[config.mk]
export PLATFORM = sky130hd
export DESIGN_NAME = turbosim_host_ctrl
export DESIGN_NICKNAME = d
export VERILOG_FILES = /design/src/rtl/turbosim_host_ctrl.sv
export SDC_FILE = /design/constraint.sdc
export NUM_CORES = 1
export LEC_CHECK = 0
export ABC_CLOCK_PERIOD_IN_PS = 4600
export CAP_MARGIN = 20
export CORE_ASPECT_RATIO = 0.7
export CORE_UTILIZATION = 34
export DETAILED_ROUTE_END_ITERATION = 7
export PLACE_DENSITY_LB_ADDON = 0.08
export SYNTH_ARGS = -nofsm -noshare
export SYNTH_HDL_FRONTEND = slang
export SYNTH_SLANG_ARGS = --single-unit
[constraint.sdc]
create_clock -name clk -period 4.6 [get_ports clk]
set_input_delay 0.69 -clock clk [delete_from_list [all_inputs] [get_ports clk]]
set_output_delay 0.69 -clock clk [all_outputs]
set_load 0.02 [all_outputs]
[src/rtl/turbosim_host_ctrl.sv]
// turbosim_host_ctrl
//   Sequencer between a host record stream and the turbosim accelerator.
//   Loads one batch of 32-bit input-change records into the turbosim input
//   FIFO, pulses go, waits for done to drop and rise, measures the solve
//   length and forwards turbosim output records to a result stream.
//
// Configuration macro: TS_CTRL_STATS_EN
//   defined   : cycle_count / iter_count counters are built
//   undefined : cycle_count / iter_count tied to 0
//
// Ports
//   clk, rst                 clock, asynchronous active-high reset
//   h_valid/h_ready/h_record/h_last   host record stream (input)
//   ts_wr/ts_in_record/ts_full        turbosim input FIFO write side
//   ts_go/ts_done                     turbosim start / idle handshake
//   ts_rd/ts_empty/ts_out_record      turbosim output FIFO read side
//   r_valid/r_ready/r_record          result stream (output)
//   busy, err, cycle_count, iter_count  status
module turbosim_host_ctrl #(
  parameter int unsigned GO_ACK_CYC    = 4,
  parameter int unsigned SOLVE_TIMEOUT = 65535
) (
  input  logic        clk,
  input  logic        rst,
  input  logic        h_valid,
  output logic        h_ready,
  input  logic [31:0] h_record,
  input  logic        h_last,
  output logic        ts_wr,
  output logic [31:0] ts_in_record,
  input  logic        ts_full,
  output logic        ts_go,
  input  logic        ts_done,
  output logic        ts_rd,
  input  logic        ts_empty,
  input  logic [31:0] ts_out_record,
  output logic        r_valid,
  input  logic        r_ready,
  output logic [31:0] r_record,
  output logic        busy,
  output logic        err,
  output logic [15:0] cycle_count,
  output logic [15:0] iter_count
);

  localparam int unsigned ACK_W = (GO_ACK_CYC > 1)    ? $clog2(GO_ACK_CYC)    : 1;
  localparam int unsigned TO_W  = (SOLVE_TIMEOUT > 1) ? $clog2(SOLVE_TIMEOUT) : 1;

  typedef enum logic [2:0] {S_IDLE, S_LOAD, S_GO, S_ACK, S_SOLVE} state_t;

  state_t             r_state;
  state_t             w_next;
  logic               r_armed;
  logic [ACK_W-1:0]   r_ack_cnt;
  logic [TO_W-1:0]    r_to_cnt;
  logic               r_err;
  logic               w_h_ready;
  logic               w_go;
  logic               w_busy;
  logic               w_timeout;
  logic               w_ack_last;
  logic               w_to_last;

  assign w_ack_last = (r_ack_cnt == ACK_W'(GO_ACK_CYC - 1));
  assign w_to_last  = (r_to_cnt  == TO_W'(SOLVE_TIMEOUT - 1));

  always_comb begin
    w_next    = r_state;
    w_h_ready = 1'b0;
    w_go      = 1'b0;
    w_busy    = 1'b1;
    w_timeout = 1'b0;
    case (r_state)
      S_IDLE: begin
        w_busy = 1'b0;
        // r_armed keeps h_ready low in the cycle right after reset release
        w_h_ready = r_armed;
        if (h_valid && r_armed) w_next = h_last ? S_GO : S_LOAD;
      end
      S_LOAD: begin
        w_h_ready = !ts_full;
        if (h_valid && !ts_full && h_last) w_next = S_GO;
      end
      S_GO: begin
        w_go   = 1'b1;
        w_next = S_ACK;
      end
      S_ACK: begin
        // done never dropping means there was no work: treat as solved
        if (!ts_done)        w_next = S_SOLVE;
        else if (w_ack_last) w_next = S_IDLE;
      end
      S_SOLVE: begin
        if (ts_done) begin
          w_next = S_IDLE;
        end else if (w_to_last) begin
          w_timeout = 1'b1;
          w_next    = S_IDLE;
        end
      end
      default: begin
        w_busy = 1'b0;
        w_next = S_IDLE;
      end
    endcase
  end

  always_ff @(posedge clk or posedge rst) begin
    if (rst) begin
      r_state   <= S_IDLE;
      r_armed   <= 1'b0;
      r_ack_cnt <= '0;
      r_to_cnt  <= '0;
      r_err     <= 1'b0;
    end else begin
      r_state <= w_next;
      r_armed <= 1'b1;
      if (r_state == S_GO)       r_ack_cnt <= '0;
      else if (r_state == S_ACK) r_ack_cnt <= r_ack_cnt + 1'b1;
      if (r_state == S_ACK)        r_to_cnt <= '0;
      else if (r_state == S_SOLVE) r_to_cnt <= r_to_cnt + 1'b1;
      if (w_timeout) r_err <= 1'b1;
    end
  end

  assign h_ready      = w_h_ready;
  assign ts_wr        = h_valid & w_h_ready;
  assign ts_in_record = ts_wr ? h_record : '0;
  assign ts_go        = w_go;
  assign busy         = w_busy;
  assign err          = r_err;

  assign r_valid  = !ts_empty;
  assign r_record = ts_out_record;
  assign ts_rd    = r_valid & r_ready;

`ifdef TS_CTRL_STATS_EN
  logic [15:0] r_cycle_cnt;
  logic [15:0] r_iter_cnt;
  logic        w_complete;

  assign w_complete = ts_done &&
                      ((r_state == S_SOLVE) || ((r_state == S_ACK) && w_ack_last));

  always_ff @(posedge clk or posedge rst) begin
    if (rst) begin
      r_cycle_cnt <= '0;
      r_iter_cnt  <= '0;
    end else begin
      if (r_state == S_GO)
        r_cycle_cnt <= '0;
      else if (((r_state == S_ACK) || (r_state == S_SOLVE)) && (r_cycle_cnt != '1))
        r_cycle_cnt <= r_cycle_cnt + 16'd1;
      if (w_complete) r_iter_cnt <= r_iter_cnt + 16'd1;
    end
  end

  assign cycle_count = r_cycle_cnt;
  assign iter_count  = r_iter_cnt;
`else
  assign cycle_count = '0;
  assign iter_count  = '0;
`endif

endmodule

==> impl_metrics.json, run 1 <==
{
  "status": "completed",
  "cap_violations": 0,
  "vias": 1623,
  "cp_cell_sequence": "clkdlybuf4s50_1 -> nand2b_1 -> a21oi_1 -> nor2b_1 -> buf_4 -> and3_1 -> clkdlybuf4s50_1",
  "coreArea_um2": 5400,
  "synth_compound_area_share_pct": 8.78,
  "tns_ps": 0,
  "drc": 0,
  "fp.dieH_um": 65.4,
  "nets": 352,
  "rsz0062_at_grt": "no",
  "post-route-period-util_pct": 73.2,
  "rrSetupSlack_ps": 2590,
  "clkTransAtPathRegs_ps": 80,
  "clock.fmax_mhz": 297,
  "gp_congestion": 0.694,
  "yosys_warnings": 0,
  "tritoncts": "yes",
  "holdBufCountCts": 0,
  "endpoint_kind": "primary output",
  "synth-simple-area-share_pct": 28.2,
  "final-seq-area_um2": 576,
  "p_per_area_nw_per_um2": 363,
  "crit_family": "buffers and inverters",
  "htreeDepth": 1,
  "slew_headroom_pct": 39.8,
  "worst_pin_slew_ps": 901,
  "utilization_pct": 45.7,
  "hold_class": "reg -> reg",
  "synth_top_family_by_area": "simple AND/OR/NAND/NOR gates",
  "ys_types": 37,
  "start_util_pct": 36.2,
  "crit_type": "in -> out",
  "worst_path_max_delay_cell": "clkdlybuf4s50_1",
  "slew_violations": 0,
  "worstPathRequired_ps": 3910,
  "ios": 175,
  "viasPerCell": 4.66,
  "path_common_cell": "clkdlybuf4s50_1",
  "synth.area.top_cells": "dfrtp_1 29%, buf_4 25%, and3_1 11%",
  "critical-path-max-stage-delay_ps": 620,
  "overflow": 0,
  "synth.avg_cell_area_um2": 8.27,
  "ys_async_sr_fraction_pct": 100,
  "std_cell_rows": 22,
  "synth-adder-area-share_pct": 1.92,
  "hold_viol": 0,
  "clk_latency_ps": 270,
  "drive_gt1_share_pct": 2.54,
  "num-fill-cells": 531,
  "syn_to_final_growth_pct": 26.3,
  "synth-seq-cells": 23,
  "dieArea_um2": 6050,
  "critPathLaunchType": "input port",
  "final_area_um2": 2470,
  "placed_cell_area_um2": 2420,
  "port_buffers": 78,
  "numClockSinks": 23,
  "fin_skew_ps": 3.67,
  "seq_area_frac_synth_pct": 29.5,
  "synth_flop_cell": "dfrtp_1",
  "multi_input_comb_area_um2": 945,
  "cp.arrival_ps": 2680,
  "cts_buffers": 3,
  "ir_drop_mv": 0.159,
  "wl_per_cell_um": 13.9,
  "antenna_found_initial": 0,
  "grt_max_degree": 37,
  "ant_nets": 0,
  "yosysMostFrequentCell": "buf_4",
  "dr.pass1.iters": 4,
  "crit_fanout": 34,
  "cts_resized": 0,
  "die_w_um": 92.6,
  "synthMuxAreaShare_pct": 0,
  "routed_wl_um": 4840,
  "synth_edf_count": 0,
  "grt_first_pass_wirelength_um": 7190,
  "setup_viol": 0,
  "critPathBufInv": 3,
  "grt_util_all_layers_pct": 15.2,
  "grt_pass1_vias": 1369,
  "cts-root-buf": "clkbuf_8",
  "period_minus_slack_ps": 3370,
  "synthXorXnorAreaFrac_pct": 3.14,
  "cts_buffer_depth": 2,
  "syn_area_um2": 1950,
  "dp_hpwl_um": 3670,
  "p_leak_nw": 1.18,
  "postCtsSetupBuffers": 0,
  "netlist_instances": 236,
  "synth_top_cell_by_area": "dfrtp_1",
  "antenna_cells": 0,
  "drtIter0Drc": 115,
  "yosysTopAreaCellShare_pct": 29.5,
  "synth_common_cells": "64 x buf_4, 35 x and3_1, 23 x dfrtp_1"
}
-- logic make-up after synthesis --
group	count (synthesis)
simple gates	93
buf+inv	80
compound gates	28
flops	23
xor+xnor	7
fa+ha+maj	3
other cells	2
-- final timing paths --
path | cells past startpoint | startpoint | endpoint
worst max-delay path | 7 | ts_full | ts_in_record[16]
worst min-delay path | 1 | err | err
worst max register to register | 5 | r_to_cnt[1] | r_to_cnt[14]
worst min register to register | 1 | err | err
max in group asynchronous | 2 | rst | r_to_cnt[0]
min in group asynchronous | 2 | rst | r_to_cnt[1]
-- where the power goes --
group | internal (W) | switching [W]
sequential | 0.000224 | 0.0000500
clock | 0.0000620 | 0.0000680
combinational | 0.000219 | 0.000273
total | 0.000505 | 0.000391
-- routing by layer --
layer	routed length (µm)	GRT usage, %	part of all wire [%]
met5	0	0	0
met4	59	4.30	1.2
met3	328	3.59	6.8
met2	2170	21.7	45
met1	2290	22.4	47
-- per-stage QoR --
stage	hold slack, ps	power, W	instances	setup WS (ps)
floorplan	454	0.000625	267	1990
global placement	478	0.000770	344	1210
detailed placement	466	0.000766	344	1230
CTS	501	0.000899	348	1230
global route	508	0.000955	348	1050
finish	497	0.000896	348	1230
-- flip-flops by register name (all words and copies together) (netlist names) --
| name | count |
|---|---|
| r_to_cnt | 16 |
| r_state | 3 |
| r_ack_cnt | 2 |
| err | 1 |
| r_armed | 1 |
-- layout make-up --
| cell class | count | share of cell area (%) |
|---|---|---|
| tap | 72 | 3.65 |
| multi-input combinational | 164 | 38.3 |
| clock buffer | 4 | 1.83 |
| inverter | 6 | 0.913 |
| sequential | 23 | 23.3 |
| timing repair buffer | 79 | 32.0 |
-- cell usage in the layout (no fill, tap or decap), drive strengths merged --
cell and instances:
buf 1, and3 35, or3 4, conb 33, clkbuf 4, a211oi 1
o31ai 2, a311oi 2, xnor2 1, nand3 6, a41oi 1, o22ai 1
dfrtp 23, nor2b 2, clkdlybuf4s50 78, a32oi 1, a21o 1, a41o 1
nor3b 1, a21oi 10, and4 1, nand4 6, xor2 6, or4 2
ha 3, nor2 13, nor3 2, o21ai 8, and4bb 1, nand2 10
or2 1, nand2b 7, inv 6, and2 2
Note: power is estimated with default switching activity, not from simulation.
==> run 2, diff against run 1 <==
ABC_CLOCK_PERIOD_IN_PS = 3100   (was 4600)
CORE_UTILIZATION = 32   (was 34)
clock period = 3.1 ns   (was 4.6 ns; I/O delays follow)
==> impl_metrics.json, run 2 (synthesis results as in run 1) <==
{
  "wirelength_met1_um": 2340,
  "wl_per_cell_um": 13.0,
  "dr.pass1.iters": 4,
  "post-route-period-util_pct": 92.4,
  "cts_buffers": 3,
  "wl_met3_um": 302,
  "cap_violations": 0,
  "vias": 1568,
  "endpoint_kind": "primary output",
  "numClockSinks": 23,
  "p_leak_nw": 1.20,
  "rsz0062_at_grt": "no",
  "drive_gt1_share_pct": 4.27,
  "antenna_found_initial": 0,
  "ir_drop_mv": 0.197,
  "viasPerCell": 4.40,
  "grt_first_pass_wirelength_um": 7000,
  "drtIter0Drc": 100,
  "critPathLaunchType": "input port",
  "worst_slack_ps": 237,
  "hold_class": "reg -> reg",
  "worst_pin_slew_ps": 884,
  "fp.dieH_um": 67.3,
  "die_w_um": 95.3,
  "cp.arrival_ps": 2400,
  "port_buffers": 78,
  "overflow": 0,
  "largest_reg_flops": 16,
  "hold_viol": 0,
  "top_regs": "r_to_cnt: 16 flops, r_state: 3 flops, r_ack_cnt: 2 flops",
  "highest_layer": "met4",
  "clkTransAtPathRegs_ps": 80,
  "drc": 0,
  "ios": 175,
  "gp_congestion": 0.708,
  "start_util_pct": 33.6,
  "coreArea_um2": 5810,
  "wl_met2_um": 1910,
  "place_ws_ps": 251,
  "worstPathRequired_ps": 2630,
  "postCtsSetupBuffers": 0,
  "clk_latency_ps": 270,
  "cts_resized": 0,
  "nets": 357,
  "holdBufCountCts": 0,
  "slew_violations": 0,
  "syn_to_final_growth_pct": 28.5,
  "grt_util_all_layers_pct": 14.0,
  "tns_ps": 0,
  "p_per_area_nw_per_um2": 542,
  "routed_wl_um": 4610,
  "setup_viol": 0,
  "dp_hpwl_um": 3490,
  "tritoncts": "yes",
  "fin_skew_ps": 11.5,
  "ant_nets": 0,
  "slew_headroom_pct": 40.8,
  "dieArea_um2": 6420,
  "htreeDepth": 1,
  "std_cell_rows": 23,
  "crit_type": "in -> out",
  "utilization_pct": 43.1,
  "registers.top_by_ff_count": "r_to_cnt",
  "antenna_cells": 0,
  "final_cell_mix": "78 x clkdlybuf4s50_1, 35 x and3_1, 33 x conb_1",
  "period_minus_slack_ps": 2860,
  "total_power_w": 0.00136,
  "grt_max_degree": 24,
  "grt_pass1_vias": 1365,
  "status": "completed",
  "cts-root-buf": "clkbuf_8",
  "cts_buffer_depth": 2,
  "layout_commonest_cell": "clkdlybuf4s50_1",
  "crit_fanout": 17,
  "clock.fmax_mhz": 349
}
-- run 2: stage by stage --
step	instance area, µm²	instances	hold WS, ps
6_report	2510	356	487
3_5_place_dp	2460	352	481
4_1_cts	2510	356	500
3_3_place_gp	2460	352	477
2_1_floorplan	2070	267	454
5_1_grt	2510	356	513
-- run 2: final cells by class --
type / count / area, µm²
inverters: 6 / 22.5
clock buffers: 4 / 45.0
fillers: 588 / 3310
flip-flops and latches: 23 / 576
well taps: 75 / 93.8
multi-input cells: 164 / 945
repair buffers: 84 / 826
-- run 2: critical path, stage by stage --
cell and delay [ps]:
clkdlybuf4s50_1 420, nand2b_1 150, a21oi_1 150, nor2b_1 190, buf_4 220, and3_1 170
clkdlybuf4s50_1 620
-- run 2: where the power goes --
part	internal [W]	leakage, nW	switching (W)	total [W]
Sequential	0.000332	0.312	0.0000578	0.000390
Clock	0.0000919	0.0228	0.000102	0.000194
Combinational	0.000354	0.868	0.000422	0.000776
Total	0.000778	1.20	0.000582	0.00136
-- run 2: per-layer routing --
layer / global-route usage, % / vias to the layer above
met5: 0 / -
met1: 22.4 / 691
li1: - / 807
met4: 3.79 / 0
met3: 3.83 / 14
met2: 17.6 / 56
-- run 2: worst paths after layout --
kind                                    to  slack [ps]  cells after the start         from
hold / removal                         err         490                      1          err
setup / recovery           ts_in_record[3]         240                      7      ts_full
setup reg to reg              r_to_cnt[14]        1090                      5  r_to_cnt[1]
max in group asynchronous       r_state[1]        1880                      2          rst
hold reg to reg                        err         490                      1          err
min in group asynchronous      r_to_cnt[4]         670                      2          rst
==> run 3, diff against run 2 <==
ABC_CLOCK_PERIOD_IN_PS = 2700   (was 3100)
CTS_CLUSTER_SIZE = 30   (was default)
clock period = 2.7 ns   (was 3.1 ns; I/O delays follow)
==> impl_metrics.json, run 3 (synthesis results as in run 1) <==
{
  "tritoncts": "yes",
  "top_regs": "r_to_cnt: 16 flops, r_state: 3 flops, r_ack_cnt: 2 flops",
  "utilization_pct": 45.1,
  "routed_wl_um": 4700,
  "setup_viol": 0,
  "clkTransAtPathRegs_ps": 80,
  "ios": 175,
  "num-fill-cells": 587,
  "dp_hpwl_um": 3600,
  "cts_buffers": 3,
  "viasPerCell": 4.48,
  "dpl.cell_count": 357,
  "drc": 0,
  "coreArea_um2": 5810,
  "cts-root-buf": "clkbuf_8",
  "p_leak_nw": 1.77,
  "rrSetupSlack_ps": 780,
  "start_util_pct": 33.6,
  "layout_commonest_cell": "clkdlybuf4s50_1",
  "antenna_cells": 0,
  "final_cell_mix": "45 x clkdlybuf4s50_1, 35 x and3_1, 33 x conb_1",
  "crit_start": "ts_full",
  "vias": 1617,
  "slew_violations": 0,
  "largest_reg_flops": 16,
  "grt_max_degree": 24,
  "hold_viol": 0,
  "drtIter0Drc": 58,
  "crit_end": "h_ready",
  "syn_to_final_growth_pct": 34.2,
  "worstPathRequired_ps": 2300,
  "total_power_w": 0.00157,
  "dieArea_um2": 6420,
  "grt_util_all_layers_pct": 14.4,
  "r2r_start": "r_state[0]",
  "period_minus_slack_ps": 2540,
  "grt_first_pass_wirelength_um": 7130,
  "clk_latency_ps": 270,
  "numClockSinks": 23,
  "postCtsSetupBuffers": 0,
  "std_cell_rows": 23,
  "crit_type": "in -> out",
  "p_per_area_nw_per_um2": 598,
  "cap_violations": 0,
  "holdBufCountCts": 0,
  "fp.dieH_um": 67.3,
  "fin_skew_ps": 3.26,
  "dr.pass1.iters": 4,
  "cts_buffer_depth": 2,
  "wl_per_cell_um": 13.0,
  "nets": 362,
  "ant_nets": 0,
  "multi_input_comb_area_um2": 945,
  "drive_gt1_share_pct": 5.94,
  "ff2ff_path_depth": 5,
  "critPathLaunchType": "input port",
  "fin_hold_ws_ps": 480,
  "rsz0062_at_grt": "no",
  "worst_slack_ps": 165,
  "crit_fanout": 17,
  "cp.arrival_ps": 2130,
  "endpoint_kind": "primary output",
  "grt_pass1_vias": 1435,
  "post-route-period-util_pct": 93.9,
  "place_ws_ps": 2.40,
  "overflow": 0,
  "htreeDepth": 1,
  "stdcell_count": 361,
  "gp_congestion": 0.730,
  "final-seq-area_um2": 576,
  "antenna_found_initial": 0,
  "port_buffers": 78,
  "status": "completed",
  "rr_endpoint": "r_to_cnt[15]",
  "clock.fmax_mhz": 394,
  "registers.top_by_ff_count": "r_to_cnt",
  "ir_drop_mv": 0.215,
  "hold_class": "in -> async",
  "die_w_um": 95.3
}
[run 3: cell types whose count changed in the layout (fill, tap and decap cells not counted)]
cell / previous run / this run
buf_4: 6 / 11
clkdlybuf4s50_1: 78 / 45
dlygate4sd2_1: 0 / 2
dlymetal6s2s_1: 0 / 31
[run 3: worst min path at each step]
stage,endpoint,slack (ps),depth (start not counted)
6_report,r_to_cnt[1],480,3
5_1_grt,r_ack_cnt[1],520,2
4_1_cts,r_to_cnt[1],490,3
3_5_place_dp,r_ack_cnt[1],480,2
3_3_place_gp,r_ack_cnt[1],470,2
2_1_floorplan,err,410,1
[run 3: metrics by stage]
step | setup TNS (ps) | area, µm²
final | 0 | 2620
after global routing | 0 | 2620
after CTS | 0 | 2540
after detailed placement | 0 | 2500
after global placement | -21.0 | 2500
after floorplan | 0 | 2070
[run 3: cell type report]
class                   count  area share, %
multi-input cells         164           36.1
repair buffers             89           35.8
flip-flops and latches     23           22.0
well taps                  75           3.58
clock buffers               4           1.72
inverters                   6          0.860
[run 3: timing repair]
action	CTS	global route
endpoints found under the hold margin	0	0
endpoints found under the setup margin	2	31
gates resized for setup	2	31
[run 3: layer usage]
metal | vias to the layer above | GRT usage [%] | share of wire [%]
li1 | 812 | - | -
met1 | 735 | 21.2 | 48
met2 | 54 | 19.6 | 45
met3 | 16 | 4.05 | 6.2
met4 | 0 | 4.92 | 1.6
met5 | - | 0 | 0
[run 3: power breakdown]
part           internal, W  leakage, nW  switching (W)  total (W)
combinational     0.000410         1.43       0.000521   0.000931
sequential        0.000382        0.312      0.0000347   0.000417
clock             0.000106       0.0228       0.000114   0.000219
[run 3: worst max-delay path: stages]
cell and delay (ps):
clkdlybuf4s50_1 400, nand2b_1 140, a21oi_1 140, nor2b_1 200, buf_4 220, clkdlybuf4s50_1 620
==> edit 1: new RTL, config.mk and constraints of run 2 <==
The option `TS_CTRL_STATS_EN` is turned on by a define.
--- a/src/rtl/turbosim_host_ctrl.sv
+++ b/src/rtl/turbosim_host_ctrl.sv
@@ -18,2 +18,4 @@
 //   busy, err, cycle_count, iter_count  status
+`define TS_CTRL_STATS_EN
+
 module turbosim_host_ctrl #(
Check against the original RTL: not equivalent (Yosys sat finds a counterexample within 10 cycles, from zero or initial values and one cycle with rst high).
==> edit 1 against run 2 <==
- sequential share of layout area increased by 8.2 points
- synthesized cell count increased by 49%
- total power increased by 75%
- setup slack improved by 0.093 ns
- design area increased by 76%
- wire length increased by 70%
- sequential cell count increased by 32
- synthesized area increased by 66%
- largest power group is now sequential cells
==> edit 1: results (changes against run 2) <==
post-synth cell types=48 (was 37); Synth Area in Adders=1.93% (was 1.92%); worst path arrival time=2.31 ns (was 2.40 ns); DR vias=2715 (was 1568); post-route insts no fill=560 (was 356); Layout Skew=0.00731 ns (was 0.0115 ns); CP Max Fanout=34 (was 17); hpwl dp=5.88 mm (was 3.49 mm); Power Internal=1490 uW (was 778 uW); leakage=0.00203 uW (was 0.00120 uW); CP endpoint=ts_in_record[18] (was ts_in_record[3]); post-placement cell count=552 (was 352); number of global-route vias before repair=2475 (was 1365); First DRT Iteration DRCs=163 (was 100); Worst R2R Path Depth=5 (unchanged); top cells by count, synth=55 x dfrtp_1, 43 x nand2_1, 42 x and3_1 (was 64 x buf_4, 35 x and3_1, 23 x dfrtp_1); CP top delay family=buffers and inverters (unchanged); PnR worst setup slack=0.330 ns (was 0.237 ns); Max transition margin=54.0% (was 40.8%); DP Area=0.00428 sq mm (was 0.00246 sq mm); Mean Syn Cell Area=9.21 sq um (was 8.27 sq um); Routed wire per std cell=14.0 um (was 13.0 um); GRT Total Usage=15.1% (was 14.0%); seq pwr=907 uW (was 390 uW); R2R Path End=iter_count[12] (was r_to_cnt[14]); Skew-Pair Late Insertion Delay=0.30 ns (was 0.27 ns); Synth area leaders=dfrtp_1 42%, and3_1 8.1%, buf_4 7.4%, nand2_1 5.0%, xnor2_1 4.9% (was dfrtp_1 29%, buf_4 25%, and3_1 11%, xor2_1 2.7%, a21oi_1 2.6%); DR pass1 iterations=5 (was 4); postcts setup bufs=0 (unchanged); mux share of post-synthesis cell area=3.70% (was 0%); xor/xnor cell area share of the yosys netlist=6.71% (was 3.14%); metal2 WL=3.38 mm (was 1.91 mm); CP startpoint=r_state[0] (was ts_full); met1 WL=3.96 mm (was 2.34 mm); hold path start=r_to_cnt[11] (was err); Reg power frac=38.2% (was 28.7%); R2R Setup Slk=1.04 ns (was 1.09 ns); largest net degree at the start of global routing=35 (was 24); pre-CTS worst setup slack=0.398 ns (was 0.251 ns); post-synthesis compound-gate area fraction=6.67% (was 8.78%); layout net count=508 (was 357); Seq/Total Area, Yosys=42.4% (was 29.5%); crit-path max cell delay=0.62 ns (about the same); layout cells sized above 1=6.25% (was 4.27%); Placer Congestion=0.727 (was 0.708); I/O Buffers=110 (was 78); area grow syn2layout=36.2% (was 28.5%); antenna violations before repair=0 (unchanged); Worst IR Drop VDD=234 uV (was 197 uV); hold_ws=0.473 ns (was 0.487 ns); first-pass GRT wire length=12.5 mm (was 7.00 mm); Inserted Clock Buffers=5 (was 3); Met3 Wirelength=403 um (was 302 um); clock share of power=23.7% (was 14.2%); Mapped Nets=~430; status=completed (unchanged); slowest library cell on the worst path=clkdlybuf4s50_1 (unchanged); clk root buf=clkbuf_16 (was clkbuf_8); htree depth=2 (was 1); antenna cells=0 (unchanged)
==> edit 1: cells by family after synthesis <==
group	count (synthesis)
DFF	55
and+or+nand+nor	168
xor gates and xnor gates	24
adders and majority gates	5
AOI/OAI and AO/OA	34
buffers and inverters	53
muxes	12
other	1
==> edit 1: final cells by class <==
type                    count  area (sq um)
clock buffers               6           129
clock inverters             2          12.5
fillers                   960          5340
inverters                  10          37.5
multi-input cells         244          1550
flip-flops and latches     55          1380
well taps                 128           160
repair buffers            115          1150
==> edit 1: layer usage <==
layer | track usage [%] | vias up
met2 | 23.1 | 71
met4 | 4.32 | 0
met3 | 3.29 | 13
met1 | 21.5 | 1279
met5 | 0 | -
li1 | - | 1352
==> edit 1: worst min path at each step <==
| stage | endpoint | depth (start not counted) |
|---|---|---|
| final | r_to_cnt[11] | 1 |
| after global routing | r_to_cnt[15] | 1 |
| after detailed placement | r_to_cnt[15] | 1 |
| after floorplan | r_to_cnt[15] | 1 |
| after global placement | r_to_cnt[15] | 1 |
| after CTS | r_to_cnt[15] | 1 |
==> edit 2: new RTL, settings of run 2 <==
Made on the original files. Put one more register stage on the output `err`, cleared by the reset. The value now appears one clock later. The other outputs are not delayed to match. Comments in the files are not updated.
--- a/src/rtl/turbosim_host_ctrl.sv
+++ b/src/rtl/turbosim_host_ctrl.sv
@@ -130,3 +130,9 @@
   assign busy         = w_busy;
-  assign err          = r_err;
+  always_ff @(posedge clk or posedge rst) begin
+    if (rst) begin
+      err <= '0;
+    end else begin
+      err <= r_err;
+    end
+  end
 
Check against the original RTL: same outputs for any inputs over 10 cycles, from zero or initial values and one cycle with rst high; that may be too few to reach the edited logic, so the function may still have changed.
==> edit 2 against run 2 <==
- total power is 11% higher
- synthesized area is 3.8% higher
- utilization is 1.2 points higher
- largest power group unchanged
- sequential cell count is 1 higher
- design area is 4.4% higher
- critical path depth is 1 lower
- setup slack better by 0.16 ns
- critical endpoint is now ts_in_record[20]
- wire length is 11% higher
==> edit 2: results (changes against run 2) <==
post-synthesis async set-or-reset flop share=100% (unchanged); Max transition margin=37.2% (was 40.8%); DR pass1 iterations=4 (unchanged); Inserted Clock Buffers=3 (unchanged); GRT Total Usage=14.4% (was 14.0%); crit-path max cell delay=between 0.6 and 0.7 ns; CP top delay family=buffers and inverters (unchanged); Layout Skew=0.0103 ns (was 0.0115 ns); clk root buf=clkbuf_8 (unchanged); Resized Gates After CTS=0 (unchanged); antenna violations before repair=0 (unchanged); layout cells sized above 1=5.86% (was 4.27%); post-synth cell types=38 (was 37); postcts setup bufs=0 (unchanged); CP Max Fanout=34 (was 17); Synth area leaders=dfrtp_1 30%, buf_4 24%, and3_1 10%, nor2_1 3.7%, nand2_1 2.6% (was dfrtp_1 29%, buf_4 25%, and3_1 11%, xor2_1 2.7%, a21oi_1 2.6%); hold path cells=0 (was 1); worst hold path type=flip-flop to flip-flop (unchanged); top cells by count, synth=64 x buf_4, 34 x and3_1, 24 x dfrtp_1 (was 64 x buf_4, 35 x and3_1, 23 x dfrtp_1); number of global-route vias before repair=1453 (was 1365); Routed wire per std cell=14.0 um (was 13.0 um); Worst IR Drop VDD=373 uV (was 197 uV); Seq/Total Area, Yosys=29.6% (was 29.5%); vias per inst=4.60 (was 4.40); slowest library cell on the worst path=clkdlybuf4s50_1 (unchanged); Worst-path clk slew=0.09 ns; layout net count=366 (was 357); CTS Buffer Depth=2 (unchanged); top flop regs=r_to_cnt: 16 flops, r_state: 3 flops, r_ack_cnt: 2 flops (unchanged); Worst R2R Path Depth=5 (unchanged); worst path arrival time=2.23 ns (was 2.40 ns); status=completed (unchanged); Fill cells=584 (was 588); first-pass GRT wire length=7.68 mm (was 7.00 mm); leakage=0.00122 uW (was 0.00120 uW); largest net degree at the start of global routing=35 (was 24); hpwl dp=3.97 mm (was 3.49 mm); Placer Congestion=0.770 (was 0.708); First DRT Iteration DRCs=73 (was 100)
-- edit 2: layout make-up --
type / instances / area share [%]
clock buffer: 3 / 1.58
clock inverter: 1 / 1.15
inverter: 5 / 0.717
multi-input combinational: 174 / 38.3
sequential: 24 / 22.9
tap: 75 / 3.59
timing repair buffer: 83 / 31.7
-- edit 2: final timing paths --
path	slack, ns	start	end
min in group asynchronous	0.70	rst	r_ack_cnt[0]
max in group asynchronous	1.81	rst	r_state[1]
worst max-delay path	0.40	ts_full	ts_in_record[20]
worst max register to register	1.47	r_state[2]	r_to_cnt[15]
worst min-delay path	0.41	r_err	err
worst min register to register	0.41	r_err	err
-- edit 2: worst register-to-register path, delay by kind of cell (launching register included) --
kind,cells,cell delay (ns)
AND/OR/NAND/NOR,3,0.69
flip-flops,1,0.39
AO/OA/AOI/OAI,1,0.25
buffers and inverters,1,0.19
-- edit 2: logic make-up after synthesis --
kind of cell	Yosys count	share of synthesized area (%)
and+or+nand+nor	104	29.3
buffers and inverters	79	26.7
AOI/OAI and AO/OA	24	7.72
DFF	24	29.6
xor gates and xnor gates	8	3.46
adders and majority gates	3	1.85
other	2	0.371
muxes	2	0.988
-- edit 2: where the power goes --
part | total (uW) | leakage [uW] | switching, uW | internal, uW
clock | 279 | 0.0000357 | 106 | 173
sequential | 392 | 0.000328 | 43.8 | 348
combinational | 837 | 0.000854 | 456 | 381
-- edit 2: per-stage QoR --
stage               instances  util, %  worst slack, ns  cell area, sq um  hold slack [ns]
floorplan                 277        -             1.28              2140            0.355
global placement          361     43.2            0.406              2550            0.384
detailed placement        361     43.2            0.419              2550            0.382
CTS                       365     44.4            0.402              2620            0.405
global route              365     44.4            0.321              2620            0.412
finish                    365     44.4            0.401              2620            0.412
-- edit 2: layer usage --
metal / up-vias / wire (um) / GRT usage (%)
met4: 0 / 38 / 3.17
li1: 834 / - / -
met5: - / 0 / 0
met1: 780 / 2400 / 21.0
met2: 60 / 2420 / 21.7
met3: 6 / 259 / 3.23
